File: src/rtl/fetch_unit.sv
// rtl/fetch_unit.sv - instruction-fetch stage with single-outstanding imem port and IF/ID register
// Optional misaligned-redirect trap: define FETCH_MISALIGN_TRAP_EN.
module fetch_unit #(
    parameter int              XLEN     = 32,
    parameter logic [XLEN-1:0] RESET_PC = '0
) (
    input  logic            clk,
    input  logic            rst_n,
    input  logic            stall,
    input  logic            redirect_valid,
    input  logic [XLEN-1:0] redirect_pc,
    output logic            imem_req,
    output logic [XLEN-1:0] imem_addr,
    input  logic            imem_gnt,
    input  logic            imem_rvalid,
    input  logic [XLEN-1:0] imem_rdata,
    output logic            ifid_valid,
    output logic [XLEN-1:0] ifid_pc,
    output logic [XLEN-1:0] ifid_instr,
    output logic            fetch_fault
);

    typedef enum logic [1:0] {ISSUE, WAIT, HOLD, DRAIN} state_t;

    state_t          state_q, state_d;
    logic [XLEN-1:0] fetch_pc, pc_d;
    logic [XLEN-1:0] hold_pc, hold_instr;
    logic [XLEN-1:0] redir_target;
    logic            load_mem, load_hold, capture;
    logic            fault_q, fault_set;

    assign redir_target = redirect_pc & ~XLEN'(3);

`ifdef FETCH_MISALIGN_TRAP_EN
    assign fault_set = redirect_valid && (redirect_pc[1:0] != 2'b00);

    always_ff @(posedge clk or negedge rst_n) begin
        if (!rst_n) begin
            fault_q <= 1'b0;
        end else if (fault_set) begin
            fault_q <= 1'b1;
        end
    end
`else
    assign fault_set = 1'b0;
    assign fault_q   = 1'b0;
`endif

    assign fetch_fault = fault_q;
    assign imem_req    = rst_n && (state_q == ISSUE) && !fault_q;
    assign imem_addr   = fetch_pc;

    always_comb begin
        state_d   = state_q;
        pc_d      = fetch_pc;
        load_mem  = 1'b0;
        load_hold = 1'b0;
        capture   = 1'b0;
        case (state_q)
            ISSUE: if (imem_gnt) state_d = WAIT;
            WAIT: begin
                if (imem_rvalid) begin
                    if (!ifid_valid || !stall) begin
                        load_mem = 1'b1;
                        pc_d     = fetch_pc + XLEN'(4);
                        state_d  = ISSUE;
                    end else begin
                        capture = 1'b1;
                        state_d = HOLD;
                    end
                end
            end
            HOLD: begin
                if (!stall) begin
                    load_hold = 1'b1;
                    pc_d      = fetch_pc + XLEN'(4);
                    state_d   = ISSUE;
                end
            end
            DRAIN: if (imem_rvalid) state_d = ISSUE;
            default: state_d = ISSUE;
        endcase

        // A redirect beats stall and any pending delivery; an outstanding
        // request must still be drained before the new address is issued.
        if (redirect_valid) begin
            load_mem  = 1'b0;
            load_hold = 1'b0;
            capture   = 1'b0;
            pc_d      = redir_target;
            case (state_q)
                ISSUE:   state_d = imem_gnt ? DRAIN : ISSUE;
                WAIT:    state_d = imem_rvalid ? ISSUE : DRAIN;
                HOLD:    state_d = ISSUE;
                default: ;
            endcase
        end

        if (fault_q || fault_set) begin
            load_mem  = 1'b0;
            load_hold = 1'b0;
            capture   = 1'b0;
            pc_d      = fetch_pc;
            state_d   = HOLD;
        end
    end

    always_ff @(posedge clk or negedge rst_n) begin
        if (!rst_n) begin
            state_q    <= ISSUE;
            fetch_pc   <= RESET_PC;
            hold_pc    <= '0;
            hold_instr <= '0;
            ifid_valid <= 1'b0;
            ifid_pc    <= '0;
            ifid_instr <= '0;
        end else begin
            state_q  <= state_d;
            fetch_pc <= pc_d;

            if (capture) begin
                hold_pc    <= fetch_pc;
                hold_instr <= imem_rdata;
            end else if (redirect_valid) begin
                hold_pc    <= '0;
                hold_instr <= '0;
            end

            if (redirect_valid || fault_q || fault_set) begin
                ifid_valid <= 1'b0;
            end else if (load_mem) begin
                ifid_valid <= 1'b1;
                ifid_pc    <= fetch_pc;
                ifid_instr <= imem_rdata;
            end else if (load_hold) begin
                ifid_valid <= 1'b1;
                ifid_pc    <= hold_pc;
                ifid_instr <= hold_instr;
            end else if (!stall) begin
                ifid_valid <= 1'b0;
            end
        end
    end

endmodule

File: config.mk
export PLATFORM = sky130hd
export DESIGN_NAME = fetch_unit
export DESIGN_NICKNAME = d
export VERILOG_FILES = /design/src/rtl/fetch_unit.sv
export SDC_FILE = /design/constraint.sdc
export NUM_CORES = 1
export LEC_CHECK = 0
export ABC_CLOCK_PERIOD_IN_PS = 3900
export CAP_MARGIN = 20
export CORE_AREA = 2 2 148 150
export CTS_CLUSTER_SIZE = 24
export DETAILED_ROUTE_END_ITERATION = 10
export DIE_AREA = 0 0 150 152
export GPL_TIMING_DRIVEN = 0
export PLACE_DENSITY = 0.69
export SYNTH_ARGS = -nofsm -noshare
export SYNTH_HDL_FRONTEND = slang
export SYNTH_SLANG_ARGS = --single-unit
File: constraint.sdc
create_clock -name clk -period 3.9 [get_ports clk]
set_clock_uncertainty 0.2 [all_clocks]
set_input_delay 0.78 -clock clk [delete_from_list [all_inputs] [get_ports clk]]
set_output_delay 0.78 -clock clk [all_outputs]
set_load 0.01 [all_outputs]
[After elaboration in Yosys (flattened, before gate mapping)]
Index checks and enable logic that the tools add are counted.
Operators by class
  add/subtract/negate cells: 1
  eq/ne operators: 7
  mux-type cells: 37
  bitwise gates (word level): 1
  reductions and logical operators: 10
Operators with widths (number)
  two-way mux 32 bit: 11
  case mux 32 bit (2 select lines): 1
  adder 32 x 3 -> 32 bit, second input constant: 1
  two-way mux 2 bit: 8
  two-way mux 1 bit: 15
  != test 3 bit, second input constant: 3
  case mux 2 bit (4 select lines): 1
  case mux 2 bit (3 select lines): 1
  == test 2 bit, second input constant: 2
  != test 4 x 1 -> 1 bit, second input constant: 1
  AND reduction 4 bit: 1
  nonzero test 2 bit: 2
  nonzero test 3 bit: 1
  == test 2 x 1 -> 1 bit, second input constant: 1
  zero test 1 bit: 2
  zero test 2 bit: 1
  AND reduction 2 bit: 1
  logical AND 1 bit: 1
  logical OR 1 bit: 1
  inverter 1 bit: 1
Storage, ports and cells
  input port bits: 70
  logic and storage cells: 63
  output and inout port bits: 99
  register bits after elaboration: 163

[Logic depth before layout (Yosys ltp)]
  depth in word-level cells: 8
  gate-level depth with buffers: 7
  depth with buffers taken out: 5

[Worst setup path after synthesis]
No wires, ideal clock.
  path kind: input-to-reg
  from: input port stall
  to: register fetch_pc[17] (netlist: imem_addr[17])
  required time: 3559 ps
  path buffers: 3
  slack: 1399 ps
  library setup time: 141 ps
  arrival time: 2160 ps
  stages on the path: 7
  cell sequence: or3b_1 > a21boi_1 > clkbuf_1 > buf_2 > clkbuf_1 > o31ai_1 > a31oi_1
On the way
  word-level cells in the longest chain between the ends: 4
  elaborated cells between the ends (all ways): 5
  classes of those cells: 2 x eq/ne; 3 x reduce/logical
RTL lines
  start: declaration: RTL line 9  | input logic stall,
  zero test 1 bit
  logical OR 1 bit: RTL line 63  | if (!ifid_valid || !stall) begin
  != test 3 bit (no line)
  AND reduction 4 bit (no line) (*)
  end signal: assignment: RTL line 119  | fetch_pc <= pc_d;
  end: declaration: RTL line 26  | logic [XLEN-1:0] fetch_pc, pc_d;
Every way passes the cells marked *; elsewhere a longest branch is shown, timed or not.
A chain may end at the register's enable or synchronous reset.

[Final worst setup path]
  from: input port rst_n
  to: output port imem_req
On the way
  word-level cells in the longest chain between the ends: 1
RTL lines
  start: declaration: RTL line 8  | input logic rst_n,
  logical AND 1 bit: RTL line 50  | assign imem_req = rst_n && (state_q == ISSUE) && !fault_q;
  end: declaration: RTL line 12  | output logic imem_req,
No other way between the ends.

==> results.yml <==
outcome:
  outcome: "finished clean"
synth:
  yosysSeqAreaShare: 0.542
  synth_flop_cell: "dfrtp_1"
  ys_ff_latch: 159
  netlist_area_um2: 7340
  synth_edf_count: 0
  synthDistinctLibCells: 47
  postSynthAreaPerCell_um2: 9.75
  synthArstFlopShare: 1.00
  yosys_warnings: 0
  synthCells: 753
timing:
  setup_viol_count_final: 0
  hold_viol: 0
  finalMaxSlewViolations: 0
  slew_headroom: 0.380
  min_period_over_period: 0.885
  rsz0062_at_grt: "false"
  max_freq_mhz: 290
  worstMarginPinSlew_ns: 0.922
  timing.hold.ws_ns: 0.0708
  fin_tns_setup_ns: 0
  finalCriticalPeriod_ns: 3.45
clocking:
  cts.clk_slew.worst_paths_ns: 0.06
  cts_sinks: 159
  postCtsHoldBufs: 0
  clock_latency_ns: 0.43
  tritoncts: "done"
  htreeDepth: 4
  cts_setup_buffers: 0
  clockBufferDepth: 2
  cts-root-buf: "clkbuf_16"
  cts_resized: 0
  cts_buffers: 17
grt:
  grt_pass1_vias: 6436
  grt_pass1_wl_um: 35000
  grt_overflow: 0
  grt_max_degree: 103
  antenna_found_initial: 1
  grt_usage: 0.194
setup_path:
  end_kind: "primary output"
  required_ns: 2.92
  r2r_slack_ns: 1.26
  r2r_start: "state_q[0]$_DFF_PN0_"
  path_max_fanout: 102
  worstSetupPathType: "primary input to primary output"
  worstSetupStartpointType: "primary input"
  r2r_cells: 7
  r2r-end: "ifid_instr[6]$_DFFE_PN0P_"
  critPathArrivalTime_ns: 2.47
floorplan:
  fp-row-count: 54
  start_util: 0.344
  die_h_um: 152
  die_area_um2: 22800
  die_w_um: 150
  core-area_um2: 21400
  io_pins: 169
finish:
  final_area_um2: 9920
  nets: 1010
  drive_gt1_frac: 0.0453
  final_util: 0.464
  instances_no_fill: 1232
  syn_to_final_growth_pct: 35.1
placed_design:
  placed_area_um2: 9360
  port-buffer-count: 162
  hpwlAfterDp_um: 15300
  placed_cells: 1199
  gp_congestion: 0.834
detailed_routing:
  first_iter_violations: 398
  drt-vias-per-instance: 5.33
  wl_per_cell_um: 17.9
  drtAntennaViolNets: 0
  post-route-drc-count: 0
  num_vias: 6564
  totalWireLength_um: 22000
  drt_pass1_iterations: 5
power_and_ir_drop:
  power_density_nw_per_um2: 503
  leakage_nw: 4.34
  ir_worst_vdd_v: 0.000331
run:
  drv_cap: 0
hold_path:
  hold_class: "primary input to async pin"
## cell usage after synthesis (all sizes together) (2+ instances only)
cell | number | area (um2)
a211o | 2 | 17.5
a21o | 55 | 413
a21oi | 66 | 330
a221oi | 3 | 26.3
a22o | 57 | 499
a31oi | 19 | 119
and2 | 2 | 12.5
and3 | 5 | 31.3
buf | 9 | 63.8
clkbuf | 55 | 206
dfrtp | 159 | 3980
inv | 6 | 22.5
mux2i | 9 | 90.1
nand2 | 146 | 548
nand3 | 22 | 115
nand4 | 11 | 68.8
nand4b | 3 | 26.3
nor2 | 27 | 101
nor2b | 8 | 50.1
nor3 | 3 | 15.0
nor4 | 7 | 43.8
nor4b | 2 | 17.5
o21a | 2 | 15.0
o21ai | 21 | 105
o31a | 3 | 26.3
o31ai | 15 | 113
or3 | 2 | 12.5
or4 | 19 | 146
## state kept, by name (all words and copies together) (netlist names)
name	cells
hold_instr	32
ifid_instr	32
hold_pc	31
ifid_pc	31
imem_addr	30
state_q	2
ifid_valid	1
## report_power, final
part           internal, mW  switching, mW
logic                 0.732          0.577
clock network         0.886          0.667
registers              1.92          0.204
total                  3.54           1.45
## worst max path at each step
stage | from | endpoint | slack [ns]
final | rst_n | imem_req | 0.45
after global routing | rst_n | imem_req | 0.27
after global placement | rst_n | imem_req | -4.98
after detailed placement | stall | ifid_instr[6]$_DFFE_PN0P_ | -0.03
after floorplan | stall | imem_addr[17]$_DFFE_PN0P_ | 1.40
after CTS | stall | ifid_instr[6]$_DFFE_PN0P_ | 0.37
## area by class of cell
type                    count  area (um2)
diodes                      2        5.00
clock buffers              20         447
repair buffers            165        1680
plain buffers              64         270
multi-input cells         526        3080
well taps                 280         350
clock inverters            10        91.3
flip-flops and latches    159        3980
fillers                  2088       11400
inverters                   6        22.5
## placed cells by master (no fill, tap or decap), types with 15 or more instances in the layout
master / instances
o31ai_1: 15
clkbuf_1: 57
or4_1: 18
nand2_1: 146
a22o_1: 57
dfrtp_1: 159
a31oi_1: 19
nor2_1: 27
nand3_1: 21
a21o_1: 55
o21ai_0: 21
clkdlybuf4s50_1: 161
clkbuf_16: 17
a21oi_1: 66
## per-stage QoR
stage	power, mW	setup WS (ns)
after CTS	5.04	0.369
final	4.99	0.448
after detailed placement	3.47	-0.0282
after global routing	5.24	0.268
after floorplan	2.66	1.40
after global placement	3.45	-4.98
## cells by family (layout without fill, tap and decap cells)
group	Yosys count	count (layout)	synth area share
simple gates	264	264	0.170
compound gates	248	248	0.233
flops	159	159	0.542
buf+inv	70	265	0.0399
mux	9	9	0.0123
fa+ha+maj	1	1	0.00170
other cells	1	5	0.000511
xor+xnor	1	1	0.00119
## worst max-delay path, cell delays in order
cell	delay, ns
buf_8	0.34
buf_16	0.40
and2_1	0.20
clkdlybuf4s50_1	0.58
## layer usage
| layer | vias up | GRT usage | part of all wire |
|---|---|---|---|
| met5 | - | 0 | 0 |
| met4 | 0 | 0.0642 | 0.021 |
| met3 | 32 | 0.0432 | 0.059 |
| met2 | 220 | 0.300 | 0.46 |
| met1 | 3214 | 0.270 | 0.46 |
| li1 | 3098 | - | - |
Power figures use the tool's default switching activity.
